### config.mk
export PLATFORM = sky130hd
export DESIGN_NAME = dsa_pixel_fetch_unit_flat
export DESIGN_NICKNAME = d
export VERILOG_FILES = /design/src/rtl/dsa_pixel_fetch_unit_if.sv /design/src/rtl/dsa_pixel_fetch_unit.sv /design/src/flat_wrapper.sv
export SDC_FILE = /design/constraint.sdc
export NUM_CORES = 2
export LEC_CHECK = 0
export ABC_AREA = 1
export CORE_MARGIN = 2
export CORE_UTILIZATION = 45
export DETAILED_ROUTE_END_ITERATION = 16
export PLACE_DENSITY = 0.64
export SLEW_MARGIN = 40
export SYNTH_ARGS = -nofsm -noshare
export SYNTH_HDL_FRONTEND = slang
export SYNTH_SLANG_ARGS = --single-unit
### constraint.sdc
create_clock -name clk -period 10.1 [get_ports clk]
set_input_delay 2.02 -clock clk [delete_from_list [all_inputs] [get_ports clk]]
set_output_delay 2.02 -clock clk [all_outputs]
set_load 0.01 [all_outputs]
### src/rtl/dsa_pixel_fetch_unit_if.sv
// Pipelined pixel-memory read port: strobe + address out, data back MEM_LATENCY cycles later.
interface dsa_pixel_fetch_unit_if #(
    parameter int ADDR_WIDTH = 18
);
    logic                  mem_rd_en;
    logic [ADDR_WIDTH-1:0] mem_addr;
    logic [7:0]            mem_rdata;

    modport master (output mem_rd_en, output mem_addr, input mem_rdata);
    modport slave  (input mem_rd_en, input mem_addr, output mem_rdata);
endinterface

### src/rtl/dsa_pixel_fetch_unit.sv
// Bilinear neighbour fetch: maps an output coordinate to four clamped source pixels.
// Optional completed-fetch counter enabled by defining DSA_FETCH_PERF_CNT_EN.
module dsa_pixel_fetch_unit #(
    parameter int ADDR_WIDTH  = 18,
    parameter int MEM_LATENCY = 1
) (
    input  logic                   clk,
    input  logic                   rst_n,
    input  logic                   fetch_req,
    input  logic [15:0]            current_x,
    input  logic [15:0]            current_y,
    input  logic [15:0]            img_width_in,
    input  logic [15:0]            img_height_in,
    input  logic [15:0]            scale_x_inv,
    input  logic [15:0]            scale_y_inv,
    dsa_pixel_fetch_unit_if.master mem,
    output logic [7:0]             p00,
    output logic [7:0]             p01,
    output logic [7:0]             p10,
    output logic [7:0]             p11,
    output logic [7:0]             frac_x,
    output logic [7:0]             frac_y,
    output logic                   fetch_done,
    output logic                   busy,
    output logic [31:0]            fetch_count
);
    typedef enum logic [2:0] {ST_IDLE, ST_CALC, ST_ADDR, ST_ISSUE, ST_WAIT, ST_DONE} state_t;

    state_t                  state_q, state_d;
    logic [15:0]             cx_q, cx_d, cy_q, cy_d, w_q, w_d, h_q, h_d, sx_q, sx_d, sy_q, sy_d;
    logic [15:0]             x0_q, x0_d, x1_q, x1_d, y0_q, y0_d, y1_q, y1_d;
    logic [ADDR_WIDTH-1:0]   r0_q, r0_d, r1_q, r1_d;
    logic [1:0]              iss_cnt_q, iss_cnt_d, cap_cnt_q, cap_cnt_d;
    logic [MEM_LATENCY-1:0]  vld_pipe_q, vld_pipe_d;
    logic [7:0]              p00_q, p00_d, p01_q, p01_d, p10_q, p10_d, p11_q, p11_d;
    logic [7:0]              frac_x_q, frac_x_d, frac_y_q, frac_y_d;
    logic                    done_q, done_d, busy_q, busy_d;

    logic [31:0]             prod_x, prod_y;
    logic [15:0]             wm1, hm1;
    logic                    cap_fire;
    logic                    rd_en;
    logic [ADDR_WIDTH-1:0]   rd_addr;

    // Integer part saturates to lim when it overflows 16 bits or leaves the image.
    function automatic logic [15:0] clamp_int(input logic [31:0] prod, input logic [15:0] lim);
        if (prod[31:24] != 8'd0 || prod[23:8] > lim) return lim;
        return prod[23:8];
    endfunction

    function automatic logic [15:0] next_clamped(input logic [15:0] v, input logic [15:0] lim);
        return (v < lim) ? v + 16'd1 : lim;
    endfunction

    // Read port is a pure decode of registered state, so it is quiet outside ST_ISSUE.
    always_comb begin
        rd_en   = (state_q == ST_ISSUE);
        rd_addr = '0;
        if (rd_en)
            rd_addr = (iss_cnt_q[1] ? r1_q : r0_q) + ADDR_WIDTH'(iss_cnt_q[0] ? x1_q : x0_q);
    end

    assign mem.mem_rd_en = rd_en;
    assign mem.mem_addr  = rd_addr;

    always_comb begin
        state_d    = state_q;
        cx_d       = cx_q;   cy_d = cy_q;   w_d = w_q;   h_d = h_q;
        sx_d       = sx_q;   sy_d = sy_q;
        x0_d       = x0_q;   x1_d = x1_q;   y0_d = y0_q; y1_d = y1_q;
        r0_d       = r0_q;   r1_d = r1_q;
        iss_cnt_d  = iss_cnt_q;
        cap_cnt_d  = cap_cnt_q;
        p00_d      = p00_q;  p01_d = p01_q; p10_d = p10_q; p11_d = p11_q;
        frac_x_d   = frac_x_q;
        frac_y_d   = frac_y_q;
        prod_x     = 32'(cx_q) * 32'(sx_q);
        prod_y     = 32'(cy_q) * 32'(sy_q);
        wm1        = w_q - 16'd1;
        hm1        = h_q - 16'd1;
        cap_fire   = vld_pipe_q[MEM_LATENCY-1];
        vld_pipe_d = vld_pipe_q << 1;
        vld_pipe_d[0] = rd_en;

        // Returned data lands in issue order: p00, p01, p10, p11.
        if (cap_fire) begin
            cap_cnt_d = cap_cnt_q + 2'd1;
            case (cap_cnt_q)
                2'd0:    p00_d = mem.mem_rdata;
                2'd1:    p01_d = mem.mem_rdata;
                2'd2:    p10_d = mem.mem_rdata;
                default: p11_d = mem.mem_rdata;
            endcase
        end

        case (state_q)
            ST_IDLE: begin
                if (fetch_req) begin
                    cx_d = current_x;    cy_d = current_y;
                    w_d  = img_width_in; h_d  = img_height_in;
                    sx_d = scale_x_inv;  sy_d = scale_y_inv;
                    state_d = ST_CALC;
                end
            end
            ST_CALC: begin
                x0_d     = clamp_int(prod_x, wm1);
                y0_d     = clamp_int(prod_y, hm1);
                x1_d     = next_clamped(clamp_int(prod_x, wm1), wm1);
                y1_d     = next_clamped(clamp_int(prod_y, hm1), hm1);
                frac_x_d = prod_x[7:0];
                frac_y_d = prod_y[7:0];
                if (w_q == 16'd0 || h_q == 16'd0) begin
                    p00_d = '0; p01_d = '0; p10_d = '0; p11_d = '0;
                    frac_x_d = '0;
                    frac_y_d = '0;
                    state_d  = ST_DONE;
                end else begin
                    state_d = ST_ADDR;
                end
            end
            ST_ADDR: begin
                r0_d      = ADDR_WIDTH'(y0_q) * ADDR_WIDTH'(w_q);
                r1_d      = ADDR_WIDTH'(y1_q) * ADDR_WIDTH'(w_q);
                iss_cnt_d = '0;
                state_d   = ST_ISSUE;
            end
            ST_ISSUE: begin
                iss_cnt_d = iss_cnt_q + 2'd1;
                if (iss_cnt_q == 2'd3) state_d = ST_WAIT;
            end
            ST_WAIT: begin
                if (cap_fire && cap_cnt_q == 2'd3) state_d = ST_DONE;
            end
            default: state_d = ST_IDLE;
        endcase

        done_d = (state_d == ST_DONE);
        busy_d = (state_d != ST_IDLE);
    end

    always_ff @(posedge clk or negedge rst_n) begin
        if (!rst_n) begin
            state_q    <= ST_IDLE;
            cx_q <= '0; cy_q <= '0; w_q <= '0; h_q <= '0; sx_q <= '0; sy_q <= '0;
            x0_q <= '0; x1_q <= '0; y0_q <= '0; y1_q <= '0;
            r0_q <= '0; r1_q <= '0;
            iss_cnt_q  <= '0;
            cap_cnt_q  <= '0;
            vld_pipe_q <= '0;
            p00_q <= '0; p01_q <= '0; p10_q <= '0; p11_q <= '0;
            frac_x_q   <= '0;
            frac_y_q   <= '0;
            done_q     <= 1'b0;
            busy_q     <= 1'b0;
        end else begin
            state_q    <= state_d;
            cx_q <= cx_d; cy_q <= cy_d; w_q <= w_d; h_q <= h_d; sx_q <= sx_d; sy_q <= sy_d;
            x0_q <= x0_d; x1_q <= x1_d; y0_q <= y0_d; y1_q <= y1_d;
            r0_q <= r0_d; r1_q <= r1_d;
            iss_cnt_q  <= iss_cnt_d;
            cap_cnt_q  <= cap_cnt_d;
            vld_pipe_q <= vld_pipe_d;
            p00_q <= p00_d; p01_q <= p01_d; p10_q <= p10_d; p11_q <= p11_d;
            frac_x_q   <= frac_x_d;
            frac_y_q   <= frac_y_d;
            done_q     <= done_d;
            busy_q     <= busy_d;
        end
    end

    assign p00        = p00_q;
    assign p01        = p01_q;
    assign p10        = p10_q;
    assign p11        = p11_q;
    assign frac_x     = frac_x_q;
    assign frac_y     = frac_y_q;
    assign fetch_done = done_q;
    assign busy       = busy_q;

`ifdef DSA_FETCH_PERF_CNT_EN
    logic [31:0] cnt_q, cnt_d;

    always_comb cnt_d = cnt_q + {31'd0, done_q};

    always_ff @(posedge clk or negedge rst_n) begin
        if (!rst_n) cnt_q <= '0;
        else        cnt_q <= cnt_d;
    end

    assign fetch_count = cnt_q;
`else
    assign fetch_count = '0;
`endif
endmodule

### src/flat_wrapper.sv
// flat-port wrapper written by rule: the top's interface ports become plain ports
module dsa_pixel_fetch_unit_flat 
#(
    parameter int ADDR_WIDTH  = 18,
    parameter int MEM_LATENCY = 1
)
  (clk, rst_n, fetch_req, current_x, current_y, img_width_in, img_height_in, scale_x_inv, scale_y_inv, p00, p01, p10, p11, frac_x, frac_y, fetch_done, busy, fetch_count, mem_mem_rd_en, mem_mem_addr, mem_mem_rdata);
  dsa_pixel_fetch_unit_if #(.ADDR_WIDTH(ADDR_WIDTH)) mem_i ();
  input  logic clk;
  input  logic rst_n;
  input  logic fetch_req;
  input  logic [15:0] current_x;
  input  logic [15:0] current_y;
  input  logic [15:0] img_width_in;
  input  logic [15:0] img_height_in;
  input  logic [15:0] scale_x_inv;
  input  logic [15:0] scale_y_inv;
  output logic [7:0] p00;
  output logic [7:0] p01;
  output logic [7:0] p10;
  output logic [7:0] p11;
  output logic [7:0] frac_x;
  output logic [7:0] frac_y;
  output logic fetch_done;
  output logic busy;
  output logic [31:0] fetch_count;
  output wire logic [$bits(mem_i.mem_rd_en)-1:0] mem_mem_rd_en;
  output wire logic [$bits(mem_i.mem_addr)-1:0] mem_mem_addr;
  input wire logic [$bits(mem_i.mem_rdata)-1:0] mem_mem_rdata;
  assign mem_mem_rd_en = mem_i.mem_rd_en;
  assign mem_mem_addr = mem_i.mem_addr;
  assign mem_i.mem_rdata = mem_mem_rdata;
  dsa_pixel_fetch_unit #(.ADDR_WIDTH(ADDR_WIDTH), .MEM_LATENCY(MEM_LATENCY)) u_core (.clk(clk), .rst_n(rst_n), .fetch_req(fetch_req), .current_x(current_x), .current_y(current_y), .img_width_in(img_width_in), .img_height_in(img_height_in), .scale_x_inv(scale_x_inv), .scale_y_inv(scale_y_inv), .mem(mem_i), .p00(p00), .p01(p01), .p10(p10), .p11(p11), .frac_x(frac_x), .frac_y(frac_y), .fetch_done(fetch_done), .busy(busy), .fetch_count(fetch_count));
endmodule
Word level (Yosys, flattened, before mapping)
Cells that the tools add are included.
{"block": "word_totals", "regBits": 254, "in_bits": 107, "out_inout_bits": 101, "wordCells": 101}
{"block": "op_classes", "add_sub_neg": 7, "mul": 4, "magnitude_cmp": 4, "eq_ne": 9, "muxes": 39, "n_reduce_logical": 14}
{"op": "16-bit two-way mux", "n": 9}
{"op": "8-bit two-way mux", "n": 18}
{"op": "16-bit by 16-bit multiplier with 32-bit output", "n": 2}
{"op": "16-bit by 16-bit multiplier with 18-bit output", "n": 2}
{"op": "18-bit two-way mux", "n": 2}
{"op": "16-bit by 1-bit adder with 16-bit output (second input constant)", "n": 2}
{"op": "16-bit greater-than comparator", "n": 2}
{"op": "16-bit zero test", "n": 2}
{"op": "16-bit < comparator", "n": 2}
{"op": "16-bit by 1-bit subtractor with 16-bit output (second input constant)", "n": 2}
{"op": "18-bit adder", "n": 1}
{"op": "8-bit nonzero test", "n": 2}
{"op": "3-bit case mux with 5 select lines", "n": 1}
{"op": "3-bit two-way mux", "n": 4}
{"op": "2-bit equality test (second input constant)", "n": 3}
{"op": "3-bit by 2-bit equality test with 1-bit output (second input constant)", "n": 2}
{"op": "3-bit equality test (second input constant)", "n": 2}
{"op": "2-bit by 1-bit adder with 2-bit output (second input constant)", "n": 2}
{"op": "1-bit two-way mux", "n": 4}
{"op": "2-bit case mux with 2 select lines", "n": 1}
{"op": "3-bit by 1-bit equality test with 1-bit output (second input constant)", "n": 1}
{"op": "3-bit zero test", "n": 1}
{"op": "1-bit logical OR", "n": 3}
{"op": "3-bit nonzero test", "n": 1}
{"op": "6 further kinds", "n": 6}

Longest topological paths before layout
{"block": "depth", "ltp_word": 9, "ltp_mapped": 54, "depth_no_buf": 50}

Worst setup path after synthesis
Ideal clock, no wire load.
{"block": "synth_path", "path_kind": "register to register", "from": "reg u_core.cy_q[11]", "to": "reg u_core.y1_q[9]", "setup_ns": 0.118, "arrival_ns": 8.255, "t_required_ns": 9.982, "path_slack_ns": 1.727, "stages_incl_launch_ff": 43, "path_buffers": 4, "period_less_slack_ns": 8.373, "path_cell_list": "dfrtp_1 -> clkbuf_1 -> clkbuf_1 -> nand2_1 -> fa_1 -> fa_1 -> inv_1 -> fa_1 -> inv_1 -> fa_1 -> fa_1 -> fa_1 -> inv_1 -> ha_1 -> nand2_1 -> inv_1 -> nand2_1 -> nand2_1 -> [7 not listed] -> nand3_1 -> nand2_1 -> nand2_1 -> nor3_1 -> nand3_2 -> buf_2 -> o21ai_0 -> inv_1 -> ha_1 -> nand2_1 -> or2_2 -> o2111ai_1 -> inv_1 -> nand2_2 -> buf_2 -> nand2_1 -> nand3_1 -> nand2_1"}
{"block": "synth_between", "elab_chain_cells": 9, "elab_cells_between_ends": 11, "cone_classes": "add/sub (1); mul (1); order compare (2); mux (5); reduce/logical (2)"}
{"item": "start, declared", "line_no": "dsa_pixel_fetch_unit.sv:30", "source": "logic [15:0] cx_q, cx_d, cy_q, cy_d, w_q, w_d, h_q, h_d, sx_q, sx_d, sy_q, sy_d;"}
{"item": "start signal, assigned", "line_no": "dsa_pixel_fetch_unit.sv:144", "source": "cx_q <= '0; cy_q <= '0; w_q <= '0; h_q <= '0; sx_q <= '0; sy_q <= '0;"}
{"item": "start signal, assigned", "line_no": "dsa_pixel_fetch_unit.sv:157", "source": "cx_q <= cx_d; cy_q <= cy_d; w_q <= w_d; h_q <= h_d; sx_q <= sx_d; sy_q <= sy_d;"}
{"item": "16-bit by 16-bit multiplier with 32-bit output *", "line_no": "dsa_pixel_fetch_unit.sv:78", "source": "prod_y = 32'(cy_q) * 32'(sy_q);"}
{"item": "16-bit greater-than comparator or 8-bit nonzero test (tied branches)", "line_no": "dsa_pixel_fetch_unit.sv:47", "source": "if (prod[31:24] != 8'd0 || prod[23:8] > lim) return lim;"}
{"item": "1-bit logical OR", "line_no": "dsa_pixel_fetch_unit.sv:47"}
{"item": "1-bit two-way mux", "line_no": "dsa_pixel_fetch_unit.sv:47"}
{"item": "1-bit two-way mux", "line_no": "dsa_pixel_fetch_unit.sv:96", "source": "case (state_q)"}
{"item": "16-bit two-way mux *", "line_no": "dsa_pixel_fetch_unit.sv:48", "source": "return prod[23:8];"}
{"item": "16-bit two-way mux *", "line_no": "dsa_pixel_fetch_unit.sv:96"}
{"item": "16-bit by 1-bit adder with 16-bit output or 16-bit < comparator (tied branches)", "line_no": "dsa_pixel_fetch_unit.sv:52", "source": "return (v < lim) ? v + 16'd1 : lim;"}
{"item": "16-bit two-way mux *", "line_no": "dsa_pixel_fetch_unit.sv:52"}
{"item": "end signal, assigned", "line_no": "dsa_pixel_fetch_unit.sv:145", "source": "x0_q <= '0; x1_q <= '0; y0_q <= '0; y1_q <= '0;"}
{"item": "end signal, assigned", "line_no": "dsa_pixel_fetch_unit.sv:158", "source": "x0_q <= x0_d; x1_q <= x1_d; y0_q <= y0_d; y1_q <= y1_d;"}
{"item": "end, declared", "line_no": "dsa_pixel_fetch_unit.sv:31", "source": "logic [15:0] x0_q, x0_d, x1_q, x1_d, y0_q, y0_d, y1_q, y1_d;"}
Mark *: on every way between the ends. The rest lies on a longest branch, timed or not. The select of a mux whose other input is x is not followed.
A chain may end at the register's enable or synchronous reset.

Worst setup path in the final report
{"block": "layout_path", "from": "reg u_core.sx_q[13]", "to": "reg u_core.x1_q[11]"}
{"block": "layout_between", "elab_chain_cells": 9, "elab_cells_between_ends": 11, "cone_classes": "add/sub (1); mul (1); order compare (2); mux (5); reduce/logical (2)"}
{"item": "start, declared", "line_no": "dsa_pixel_fetch_unit.sv:30"}
{"item": "start signal, assigned", "line_no": "dsa_pixel_fetch_unit.sv:144"}
{"item": "start signal, assigned", "line_no": "dsa_pixel_fetch_unit.sv:157"}
{"item": "16-bit by 16-bit multiplier with 32-bit output *", "line_no": "dsa_pixel_fetch_unit.sv:77", "source": "prod_x = 32'(cx_q) * 32'(sx_q);"}
{"item": "16-bit greater-than comparator or 8-bit nonzero test (tied branches)", "line_no": "dsa_pixel_fetch_unit.sv:47"}
{"item": "1-bit logical OR", "line_no": "dsa_pixel_fetch_unit.sv:47"}
{"item": "1-bit two-way mux", "line_no": "dsa_pixel_fetch_unit.sv:47"}
{"item": "1-bit two-way mux", "line_no": "dsa_pixel_fetch_unit.sv:96"}
{"item": "16-bit two-way mux *", "line_no": "dsa_pixel_fetch_unit.sv:48"}
{"item": "16-bit two-way mux *", "line_no": "dsa_pixel_fetch_unit.sv:96"}
{"item": "16-bit by 1-bit adder with 16-bit output or 16-bit < comparator (tied branches)", "line_no": "dsa_pixel_fetch_unit.sv:52"}
{"item": "16-bit two-way mux *", "line_no": "dsa_pixel_fetch_unit.sv:52"}
{"item": "end signal, assigned", "line_no": "dsa_pixel_fetch_unit.sv:145"}
{"item": "end signal, assigned", "line_no": "dsa_pixel_fetch_unit.sv:158"}
{"item": "end, declared", "line_no": "dsa_pixel_fetch_unit.sv:31"}
Marked as above.

==> impl_metrics.prom <==
# TYPE chip_impl_metric gauge
chip_impl_info{name="outcome",value="finished, final reports clean"} 1
chip_impl_metric{name="groute.usage.overall",unit="%"} 24.7
chip_impl_info{name="cpLargestDelayFamily",value="adder cells"} 1
chip_impl_info{name="hp-class",value="flop to flop"} 1
chip_impl_metric{name="period_share",unit="%"} 92.6
chip_impl_metric{name="ys_seq_elements",unit=""} 254
chip_impl_info{name="synth_most_common_cell",value="nand2_1"} 1
chip_impl_metric{name="grt_max_degree",unit=""} 85
chip_impl_metric{name="detail_route.drc_violations",unit=""} 0
chip_impl_metric{name="grt_overflow",unit=""} 0
chip_impl_metric{name="initial_core_util",unit="%"} 45.3
chip_impl_info{name="critical_path_class",value="flop to flop"} 1
chip_impl_metric{name="std_cell_rows",unit=""} 114
chip_impl_metric{name="path_buf_inv",unit=""} 8
chip_impl_metric{name="synthesis.area",unit="um2"} 43600
chip_impl_info{name="leading_register_cell_type_out_of_synthesis",value="dfrtp_1"} 1
chip_impl_metric{name="syn-instance-count",unit=""} 6026
chip_impl_info{name="timing.rr.start",value="u_core.sx_q[13]"} 1
chip_impl_info{name="clock_tree_from_tritoncts",value="done"} 1
chip_impl_metric{name="place_congestion",unit=""} 0.916
chip_impl_metric{name="timing.critical_path.required",unit="ps"} 10580
chip_impl_metric{name="reg2reg_slack",unit="ps"} 750
chip_impl_metric{name="slew_viol_final",unit=""} 0
chip_impl_metric{name="die_width",unit="um"} 315
chip_impl_metric{name="synthToLayoutAreaGrowth",unit="%"} 8.81
chip_impl_metric{name="cpPeakStageDelay",unit="ps"} 620
chip_impl_metric{name="buffer_depth_of_the_longest_clock_path",unit=""} 3
chip_impl_metric{name="worst_r2r_path_depth",unit=""} 39
chip_impl_metric{name="setup_tns",unit="ps"} 0
chip_impl_metric{name="count_of_flip_flops_with_a_built_in_enable_after_synthesis",unit=""} 0
chip_impl_metric{name="layout.filler_cells",unit=""} 9705
chip_impl_info{name="crit_top_cell",value="nand2_1"} 1
chip_impl_metric{name="worst_clock_skew",unit="ps"} 33.0
chip_impl_metric{name="timing.final.hold_violations",unit=""} 0
chip_impl_info{name="critPathCaptureType",value="flop"} 1
chip_impl_metric{name="port-buffer-count",unit=""} 175
chip_impl_metric{name="drt_first_pass_iters",unit=""} 5
chip_impl_metric{name="synth_sequential_area_ratio",unit="%"} 14.6
chip_impl_metric{name="dieHeight",unit="um"} 315
chip_impl_metric{name="cts_buffers",unit=""} 36
chip_impl_metric{name="grt_first_pass_wirelength",unit="um"} 196000
chip_impl_metric{name="min_period",unit="ps"} 9350
chip_impl_info{name="r2r-end",value="u_core.x1_q[11]"} 1
chip_impl_info{name="netlist_top_cells_count",value="nand2_1 (2,041), inv_1 (1,446), fa_1 (603)"} 1
chip_impl_metric{name="core_region_area",unit="um2"} 96300
chip_impl_metric{name="yosys_warnings",unit=""} 0
chip_impl_metric{name="initial_antenna_violation_count",unit=""} 2
chip_impl_metric{name="worst_ep_arrival_time",unit="ps"} 9820
chip_impl_metric{name="routed_wire_length_per_instance",unit="um"} 16.1
chip_impl_info{name="rsz_0062_raised_after_global_routing",value="false"} 1
chip_impl_metric{name="remaining_antenna_violation_count",unit=""} 0
chip_impl_metric{name="floorplan.die_area",unit="um2"} 99400
chip_impl_metric{name="cts_htree_levels",unit=""} 2
chip_impl_metric{name="io_pins",unit=""} 208
chip_impl_info{name="hold_start",value="u_core.r1_q[3]"} 1
chip_impl_metric{name="fmaxAchievable",unit="GHz"} 0.107
chip_impl_metric{name="vias_in_the_first_global_route",unit=""} 37000
chip_impl_metric{name="diodes",unit=""} 0
chip_impl_info{name="clock-root-buffer",value="clkbuf_16"} 1
chip_impl_metric{name="max_cap_viol_count",unit=""} 0
chip_impl_metric{name="route.detailed.vias_per_inst",unit=""} 4.94
chip_impl_metric{name="timing.critical_path.fanout_max",unit=""} 17
chip_impl_metric{name="tightest_pin_transition",unit="ps"} 829
chip_impl_metric{name="whs_path_depth",unit=""} 2
chip_impl_metric{name="via_count",unit=""} 36200
chip_impl_metric{name="yosys.cell_types.count",unit=""} 51
chip_impl_metric{name="finish.net_count",unit=""} 7138
chip_impl_metric{name="synthesis.area_per_instance",unit="um2"} 7.23
chip_impl_metric{name="maxSlewHeadroom",unit="%"} 44.2
chip_impl_metric{name="setup_viol",unit=""} 0
chip_impl_metric{name="cts.clk_slew.worst_paths",unit="ps"} 60
chip_impl_metric{name="post_detail_place_hpwl",unit="um"} 94000
chip_impl_info{name="crit_slowest_cell",value="dfrtp_1"} 1
chip_impl_metric{name="postSynth.asyncResetShare",unit="%"} 100
chip_impl_info{name="holdPathEnd",value="u_core.r1_q[3]"} 1
chip_impl_info{name="post_synth_main_area_contributors",value="fa_1 (28%), nand2_1 (18%), dfrtp_1 (15%), inv_1 (12%), ha_1 (12%)"} 1
chip_impl_metric{name="drt_iter0_markers",unit=""} 2378
chip_impl_metric{name="routed_wl",unit="um"} 118000
chip_impl_metric{name="synthDominantCellAreaShare",unit="%"} 27.7
chip_impl_metric{name="layout-drive-gt1-share",unit="%"} 4.26
chip_impl_info{name="timing.critical_path.from_type",value="flop"} 1
chip_impl_info{name="library_cell_occupying_the_most_area_in_the_post_synthesis_netlist",value="fa_1"} 1
chip_impl_metric{name="clkSinkCount",unit=""} 254
chip_impl_metric{name="clock_latency_on_the_worst_skew_pair",unit="ps"} 610
-- final cells by class --
type | instances | area, um2 | area share (%)
clock buffers | 45 | 985 | 2.08
inverters | 1454 | 5460 | 11.5
flip-flops and latches | 254 | 6390 | 13.5
repair buffers | 238 | 2240 | 4.72
multi-input cells | 4043 | 30600 | 64.5
well taps | 1276 | 1600 | 3.37
clock inverters | 16 | 155 | 0.327
-- cells in the final DEF, fill, tap and decap left out, types with 25 or more instances in the layout --
| cell type | n |
|---|---|
| xnor2_1 | 56 |
| a21oi_1 | 145 |
| nand4_1 | 25 |
| clkbuf_16 | 36 |
| clkdlybuf4s50_1 | 174 |
| nand2_1 | 2040 |
| o21ai_0 | 143 |
| ha_1 | 401 |
| dfrtp_2 | 29 |
| inv_1 | 1445 |
| dfrtp_1 | 225 |
| conb_1 | 32 |
| fa_1 | 603 |
| nand3_1 | 173 |
| nor2_1 | 154 |
| xor2_1 | 99 |
| buf_4 | 60 |
-- logic make-up after synthesis --
kind of cell | synth area share [%]
AND/OR/NAND/NOR | 22.8
buffers and inverters | 15.6
adder cells (fa/ha/maj) | 39.2
AO/OA/AOI/OAI | 4.45
flip-flops | 14.6
XOR/XNOR | 3.11
multiplexers | 0.258
other | 0.00860
-- worst max-delay path by stage --
stage / from / end / slack [ps] / depth (start not counted)
2_1_floorplan: u_core.cy_q[11] / u_core.y1_q[9] / 1730 / 42
3_3_place_gp: u_core.cx_q[8] / u_core.x1_q[9] / 540 / 35
3_5_place_dp: u_core.cx_q[8] / u_core.x1_q[11] / 390 / 35
4_1_cts: u_core.cx_q[8] / u_core.x1_q[11] / 340 / 35
5_1_grt: u_core.cy_q[7] / u_core.y1_q[9] / 40 / 45
6_report: u_core.sx_q[13] / u_core.x1_q[11] / 750 / 39
-- stage by stage --
step           instances  utilization, %  cell area [um2]  hold WS [ps]  setup slack [ps]
6_report            7326            49.3            47400           471               752
5_1_grt             7326            49.3            47400           489              42.5
4_1_cts             7318            49.1            47300           473               342
3_5_place_dp        7257            48.0            46200           459               387
3_3_place_gp        7257            48.0            46200           455               536
2_1_floorplan       6057               -            43700           442              1730
-- routing by layer --
metal	track usage [%]	wire [um]	vias to the layer above
li1	-	-	17500
met1	34.5	53400	17500
met2	40.8	54600	1031
met3	2.84	6920	159
met4	6.27	2880	2
met5	0	18	-
-- registers in the layout (all words and copies together) (netlist names), 3 cells and up --
signal	cells
u_core.cx_q	16
u_core.state_q	3
u_core.p00	8
u_core.x0_q	16
u_core.sy_q	16
u_core.frac_x	8
u_core.x1_q	16
u_core.frac_y	8
u_core.cy_q	16
u_core.y1_q	16
u_core.r0_q	18
u_core.p01	8
u_core.p11	8
u_core.r1_q	18
u_core.w_q	16
u_core.h_q	16
u_core.sx_q	16
u_core.p10	8
u_core.y0_q	16
-- repair_timing --
item	in CTS	in global routing
setup endpoints to repair	0	32
hold buffers	0	0
setup buffers	0	7
gates resized for setup	0	30
-- tightest hold or removal path: stages (launching register included) --
cell	delay [ps]
dfrtp_1	340
nand2_1	50
nand2_1	50
Power is left out: the tool's default activity adds up to more than one toggle a clock period on the data nets, which glitch-free logic cannot reach.
